[config.mk]
export PLATFORM = sky130hd
export DESIGN_NAME = inst_fifo_flat
export DESIGN_NICKNAME = d
export VERILOG_FILES = /design/src/rtl/inst_fifo_pkg.sv /design/src/rtl/inst_fifo_if.sv /design/src/rtl/inst_fifo_ram.sv /design/src/rtl/inst_fifo.sv /design/src/flat_wrapper.sv
export SDC_FILE = /design/constraint.sdc
export NUM_CORES = 2
export LEC_CHECK = 0
export BUFFER_PORTS_ARGS = -buffer_cell sky130_fd_sc_hd__clkbuf_2
export CELL_PAD_IN_SITES_DETAIL_PLACEMENT = 1
export CELL_PAD_IN_SITES_GLOBAL_PLACEMENT = 2
export CORE_AREA = 2 2 402 404
export CTS_BUF_LIST = sky130_fd_sc_hd__clkbuf_16
export DETAILED_ROUTE_END_ITERATION = 8
export DIE_AREA = 0 0 404 406
export GPL_TIMING_DRIVEN = 0
export PLACE_DENSITY_LB_ADDON = 0.25
export SLEW_MARGIN = 20
export SYNTH_ARGS = -nofsm -noshare
export SYNTH_HDL_FRONTEND = slang
export SYNTH_SLANG_ARGS = --single-unit
[constraint.sdc]
create_clock -name clk -period 12.61 [get_ports clk]
set_clock_uncertainty 0.05 [all_clocks]
set_input_delay 1.261 -clock clk [delete_from_list [all_inputs] [get_ports clk]]
set_output_delay 1.261 -clock clk [all_outputs]
set_load 0.005 [all_outputs]
[src/rtl/inst_fifo_pkg.sv]
// Shared fetch/decode types for the dual-issue instruction buffer.
package inst_fifo_pkg;

    localparam int FETCH_WIDTH = 2;

    typedef struct packed {
        logic [31:0] pc;
        logic [31:0] inst;
        logic        tlb_miss;
        logic        tlb_illegal;
        logic        tlb_invalid;
    } fetch_entry_t;

    // Number of slots taken in one cycle; slot 2 is only ever set alongside slot 1.
    function automatic logic [$clog2(FETCH_WIDTH+1)-1:0] slots_taken(input logic s1, input logic s2);
        return {1'b0, s1} + {1'b0, s2};
    endfunction

endpackage

[src/rtl/inst_fifo_if.sv]
// Fetch/decode side bundle of the instruction buffer; master drives, slave is the buffer.
interface inst_fifo_if #(
    parameter int DEPTH = 16
) ();
    import inst_fifo_pkg::*;

    logic                     flush;
    logic                     write_en1;
    logic                     write_en2;
    fetch_entry_t             write_data1;
    fetch_entry_t             write_data2;
    logic                     read_en1;
    logic                     read_en2;
    fetch_entry_t             read_data1;
    fetch_entry_t             read_data2;
    logic                     read_valid1;
    logic                     read_valid2;
    logic                     empty;
    logic                     full;
    logic [$clog2(DEPTH):0]   count;

    modport master (
        output flush, write_en1, write_en2, write_data1, write_data2, read_en1, read_en2,
        input  read_data1, read_data2, read_valid1, read_valid2, empty, full, count
    );

    modport slave (
        input  flush, write_en1, write_en2, write_data1, write_data2, read_en1, read_en2,
        output read_data1, read_data2, read_valid1, read_valid2, empty, full, count
    );

endinterface

[src/rtl/inst_fifo_ram.sv]
// Instruction buffer storage: two write ports at consecutive addresses, two async read ports.
module fifo_ram
    import inst_fifo_pkg::*;
#(
    parameter int DEPTH = 16,
    parameter int AW    = $clog2(DEPTH)
) (
    input  logic          clk_i,
    input  logic          we1_i,
    input  logic          we2_i,
    input  logic [AW-1:0] waddr_i,
    input  fetch_entry_t  wdata1_i,
    input  fetch_entry_t  wdata2_i,
    input  logic [AW-1:0] raddr1_i,
    input  logic [AW-1:0] raddr2_i,
    output fetch_entry_t  rdata1_o,
    output fetch_entry_t  rdata2_o
);

    fetch_entry_t  mem_q [DEPTH];
    logic [AW-1:0] waddr2;

    assign waddr2 = waddr_i + AW'(1);

    always_ff @(posedge clk_i) begin
        if (we1_i) mem_q[waddr_i] <= wdata1_i;
        if (we2_i) mem_q[waddr2]  <= wdata2_i;
    end

    assign rdata1_o = mem_q[raddr1_i];
    assign rdata2_o = mem_q[raddr2_i];

endmodule

[src/rtl/inst_fifo.sv]
// Dual-issue instruction buffer between fetch and decode: show-ahead head/head+1,
// up to two writes and two retires per cycle, flush on redirect.
module inst_fifo
    import inst_fifo_pkg::*;
#(
    parameter int DEPTH = 16
) (
    input  logic        clk,
    input  logic        rst,
    inst_fifo_if.slave  bus
);

    localparam int PTR_W = $clog2(DEPTH);
    localparam int CNT_W = PTR_W + 1;
    localparam logic [CNT_W-1:0] CNT_DEPTH    = CNT_W'(DEPTH);
    localparam logic [CNT_W-1:0] CNT_DEPTH_M1 = CNT_W'(DEPTH - 1);
    localparam logic [CNT_W-1:0] CNT_TWO      = CNT_W'(2);

    logic [PTR_W-1:0] head_q, head_d;
    logic [PTR_W-1:0] tail_q, tail_d;
    logic [CNT_W-1:0] count_q, count_d;
    logic             wr_acc1, wr_acc2;
    logic             rd_acc1, rd_acc2;
    logic [1:0]       n_wr, n_rd;
    logic [PTR_W-1:0] head_p1;
    fetch_entry_t     ram_rd1, ram_rd2;

    // Acceptance looks only at the registered count; same-cycle reads never make room.
    always_comb begin
        wr_acc1 = bus.write_en1 && (count_q < CNT_DEPTH);
        wr_acc2 = wr_acc1 && bus.write_en2 && (count_q < CNT_DEPTH_M1);
        rd_acc1 = bus.read_en1 && (count_q != '0);
        rd_acc2 = rd_acc1 && bus.read_en2 && (count_q >= CNT_TWO);
        n_wr    = slots_taken(wr_acc1, wr_acc2);
        n_rd    = slots_taken(rd_acc1, rd_acc2);
        head_d  = head_q + PTR_W'(n_rd);
        tail_d  = tail_q + PTR_W'(n_wr);
        count_d = count_q + CNT_W'(n_wr) - CNT_W'(n_rd);
        if (bus.flush) begin
            head_d  = '0;
            tail_d  = '0;
            count_d = '0;
        end
    end

    always_ff @(posedge clk or posedge rst) begin
        if (rst) begin
            head_q  <= '0;
            tail_q  <= '0;
            count_q <= '0;
        end else begin
            head_q  <= head_d;
            tail_q  <= tail_d;
            count_q <= count_d;
        end
    end

    assign head_p1 = head_q + PTR_W'(1);

    // A flushing cycle leaves storage untouched, so its writes are suppressed here.
    fifo_ram #(
        .DEPTH (DEPTH)
    ) u_ram (
        .clk_i    (clk),
        .we1_i    (wr_acc1 && !bus.flush),
        .we2_i    (wr_acc2 && !bus.flush),
        .waddr_i  (tail_q),
        .wdata1_i (bus.write_data1),
        .wdata2_i (bus.write_data2),
        .raddr1_i (head_q),
        .raddr2_i (head_p1),
        .rdata1_o (ram_rd1),
        .rdata2_o (ram_rd2)
    );

    assign bus.read_valid1 = (count_q != '0);
    assign bus.read_valid2 = (count_q >= CNT_TWO);
    assign bus.empty       = (count_q == '0);
    assign bus.full        = (count_q >= CNT_DEPTH_M1);
    assign bus.count       = count_q;
    assign bus.read_data1  = bus.read_valid1 ? ram_rd1 : '0;
    assign bus.read_data2  = bus.read_valid2 ? ram_rd2 : '0;

    a_write_pair : assert property (@(posedge clk) disable iff (rst)
        !(bus.write_en2 && !bus.write_en1));
    a_read_pair : assert property (@(posedge clk) disable iff (rst)
        !(bus.read_en2 && !bus.read_en1));

endmodule

[src/flat_wrapper.sv]
// flat-port wrapper written by rule: the top's interface ports become plain ports
module inst_fifo_flat import inst_fifo_pkg::*;
#(
    parameter int DEPTH = 16
)
  (clk, rst, bus_flush, bus_write_en1, bus_write_en2, bus_write_data1, bus_write_data2, bus_read_en1, bus_read_en2, bus_read_data1, bus_read_data2, bus_read_valid1, bus_read_valid2, bus_empty, bus_full, bus_count);
  inst_fifo_if #(.DEPTH(DEPTH)) bus_i ();
  input  logic clk;
  input  logic rst;
  input wire logic [$bits(bus_i.flush)-1:0] bus_flush;
  input wire logic [$bits(bus_i.write_en1)-1:0] bus_write_en1;
  input wire logic [$bits(bus_i.write_en2)-1:0] bus_write_en2;
  input wire logic [$bits(bus_i.write_data1)-1:0] bus_write_data1;
  input wire logic [$bits(bus_i.write_data2)-1:0] bus_write_data2;
  input wire logic [$bits(bus_i.read_en1)-1:0] bus_read_en1;
  input wire logic [$bits(bus_i.read_en2)-1:0] bus_read_en2;
  output wire logic [$bits(bus_i.read_data1)-1:0] bus_read_data1;
  output wire logic [$bits(bus_i.read_data2)-1:0] bus_read_data2;
  output wire logic [$bits(bus_i.read_valid1)-1:0] bus_read_valid1;
  output wire logic [$bits(bus_i.read_valid2)-1:0] bus_read_valid2;
  output wire logic [$bits(bus_i.empty)-1:0] bus_empty;
  output wire logic [$bits(bus_i.full)-1:0] bus_full;
  output wire logic [$bits(bus_i.count)-1:0] bus_count;
  assign bus_i.flush = bus_flush;
  assign bus_i.write_en1 = bus_write_en1;
  assign bus_i.write_en2 = bus_write_en2;
  assign bus_i.write_data1 = bus_write_data1;
  assign bus_i.write_data2 = bus_write_data2;
  assign bus_i.read_en1 = bus_read_en1;
  assign bus_i.read_en2 = bus_read_en2;
  assign bus_read_data1 = bus_i.read_data1;
  assign bus_read_data2 = bus_i.read_data2;
  assign bus_read_valid1 = bus_i.read_valid1;
  assign bus_read_valid2 = bus_i.read_valid2;
  assign bus_empty = bus_i.empty;
  assign bus_full = bus_i.full;
  assign bus_count = bus_i.count;
  inst_fifo #(.DEPTH(DEPTH)) u_core (.clk(clk), .rst(rst), .bus(bus_i));
endmodule
==> results.toml <==
[power]
vdd_drop_max_mv = 0.155
p_leak_nw = 23.8
p_per_area_mw_per_mm2 = 199

[synth]
ys.warnings.count = 0
netlist_instances = 3601
yosysTopAreaCell = "edfxtp_1"
synth_xor_area_frac = 0.00124
synth_mux_area_frac = 0.416
synth_top_family_by_area = "multiplexers"
synthArstFlopShare = 0.0120
synth_edf_count = 1072
synthSimpleGateAreaFrac = 0.0174
ys_seq_elements = 1085
synth_compound_area_frac = 0.0135
synth-adder-area-share = 0.00461
ys.flop_type = "edfxtp_1"
syn_avg_cell_area_um2 = 17.6
yosysSeqAreaShare = 0.512
synth_top_area_frac = 0.507
synth.distinct_cells = 49
synthTopCellsByArea = "edfxtp_1 (51%), mux4_2 (21%), mux2_2 (18%)"
syn_nets = 3763
synth_area_mm2 = 0.0635

[drt]
ant_nets = 0
wl_per_cell_um = 37.5
routed_via_density = 6.40
drc = 0
wirelength_um = 236000
routed-via-count = 40266
dr.pass1.iters = 9
drtIter0Drc = 5012

[clocking]
insertion_delay_ns = 0.78
h-tree-depth = 4
cts_resized = 0
clk_path_buf_depth = 3
cts_tree = "done"
cts_hold_buf = 0
cts.sinks = 1085
cts_buffers = 132
clk_pin_slew_ns = 0.06
postCtsSetupRepairBufs = 0
cts-root-buf = "clkbuf_16"

[run]
maxCapViolCount = 0

[global_route]
grt_pass1_wl_um = 329000
grt_overflow = 0
grt_antenna_before_repair = 17
first_global_vias = 42242
grt_max_degree = 18
track_usage = 0.287

[critical_path]
critPathLaunchType = "flip-flop"
cp.required_ns = 11.30
crit_path_end_kind = "output port"
worstPathCellList = "buf_2, buf_6, buf_2, buf_2, clkbuf_1, mux4_2, a222oi_1, nor2_1, clkbuf_2"
cp_slowest_cell = "clkbuf_1"
path_class = "flip-flop to output port"
crit_top_cell = "buf_2"
cp.arrival_ns = 5.08
cpPeakStageDelay_ns = 0.83
critPathMaxFanout = 10

[final_layout]
syn_to_final_growth_pct = 16.2
final_core_util = 0.462
multi_input_area_mm2 = 0.0290
final_common_cell = "edfxtp_1"
drive_gt1_frac = 0.570
fill_cells = 15146
seq_area_mm2 = 0.0325
nNetsFinal = 4262
layout_common_cells = "edfxtp_1 (1072), mux2_2 (1008), mux4_2 (603), clkbuf_2 (297), clkbuf_1 (204)"

[place]
portBuffers = 283
hpwlAfterDp_um = 164000
dp_slack_ns = 6.77
finalWeightedCongestion = 0.821

[sta]
min_period_ns = 6.39
relSlewSlack = 0.167
tightest_slew_ns = 1.25
setup_viol = 0
setup_ws_ns = 6.22
rsz0062_at_grt = "false"
drv_slew = 0
fmax_mhz = 157
finalCritPeriodShare = 0.507
hold_viol_final = 0
final.setup.tns_ns = 0

[floorplan]
initial_core_util = 0.398
boundaryPins = 284
fp-row-count = 147
fp.dieW_um = 404
core-area_mm2 = 0.160
die-area_mm2 = 0.164
die_y_um = 406

[outcome]
status = "completed"

[hold_path]
min_path_type = "input pin to asynchronous set/reset pin"
==> layer usage <==
metal,part of all wire,GRT usage,vias up
li1,-,-,16044
met1,0.40,0.382,21770
met2,0.48,0.463,1992
met3,0.079,0.0545,450
met4,0.042,0.114,10
met5,0.00024,0,-
==> final timing paths <==
kind	start	end	slack [ns]	cells past startpoint
hold / removal	rst	u_core.tail_q[3]	0.45	2
hold reg to reg	u_core.tail_q[3]	u_core.tail_q[3]	0.58	2
setup reg to reg	u_core.bus.count[4]	u_core.u_ram.mem_q[0][24]	7.98	9
min in group clk	u_core.tail_q[3]	u_core.tail_q[3]	0.58	2
setup / recovery	u_core.head_q[0]	bus_read_data2[56]	6.22	9
max in group asynchronous	rst	u_core.head_q[2]	11.69	2
==> synthesized netlist by cell type, types with 2 or more instances <==
master,instances
dfrtp_1,13
o21ai_0,4
nand2b_1,3
clkbuf_1,215
mux2_2,1008
o22ai_1,3
nor2_4,3
nor3_4,3
or2_1,2
inv_1,15
a211oi_1,2
nand4_1,2
mux4_2,603
nor2_1,75
ha_1,17
nand2_1,6
xnor2_1,6
and3_1,2
buf_2,129
edfxtp_1,1072
fa_1,4
buf_4,25
nor2_2,4
and2_1,68
nor2b_1,11
xor2_1,3
mux2i_1,2
buf_1,31
a222oi_1,65
nor3_2,6
a21oi_1,11
o21bai_1,9
mux2_1,131
buf_6,33
==> critical path: cells and delay by family (launching register included) <==
kind | cells | cell delay (ns)
buf+inv | 6 | 2.58
compound gates | 1 | 0.75
mux | 1 | 0.44
flops | 1 | 0.42
simple gates | 1 | 0.09
==> cell type report <==
type                    count  share of cell area
repair buffers            365              0.0463
inverters                  16            0.000815
diodes                      7            0.000238
clock buffers             133              0.0451
plain buffers             433              0.0293
well taps                2086              0.0354
flip-flops and latches   1085               0.441
multi-input cells        2067               0.393
clock inverters           101             0.00884
==> where the power goes <==
| group | switching (W) | internal [W] |
|---|---|---|
| sequential | 0.0000611 | 0.00410 |
| combinational | 0.00379 | 0.00310 |
| clock | 0.00160 | 0.00203 |
| total | 0.00545 | 0.00924 |
==> sequential cells by signal (all words and copies together), names as in the netlist <==
signal              count
u_core.u_ram.mem_q   1072
u_core.bus.count        5
u_core.head_q           4
u_core.tail_q           4
==> stage by stage <==
| step | hold WS (ns) | instance area, µm² | total power [W] | cells |
|---|---|---|---|---|
| 2_1_floorplan | 0.506 | 63500 | 0.00843 | 3601 |
| 3_3_place_gp | 0.563 | 67500 | 0.0110 | 5970 |
| 3_5_place_dp | 0.572 | 69700 | 0.0111 | 6051 |
| 4_1_cts | 0.435 | 73700 | 0.0148 | 6285 |
| 5_1_grt | 0.489 | 73700 | 0.0152 | 6291 |
| 6_report | 0.449 | 73700 | 0.0147 | 6293 |
==> logic make-up after synthesis <==
family          after synthesis
mux                        1744
flops                      1085
buf+inv                     449
simple gates                195
compound gates               98
fa+ha+maj                    21
xor+xnor                      9
Note: power is estimated with default switching activity, not from simulation.
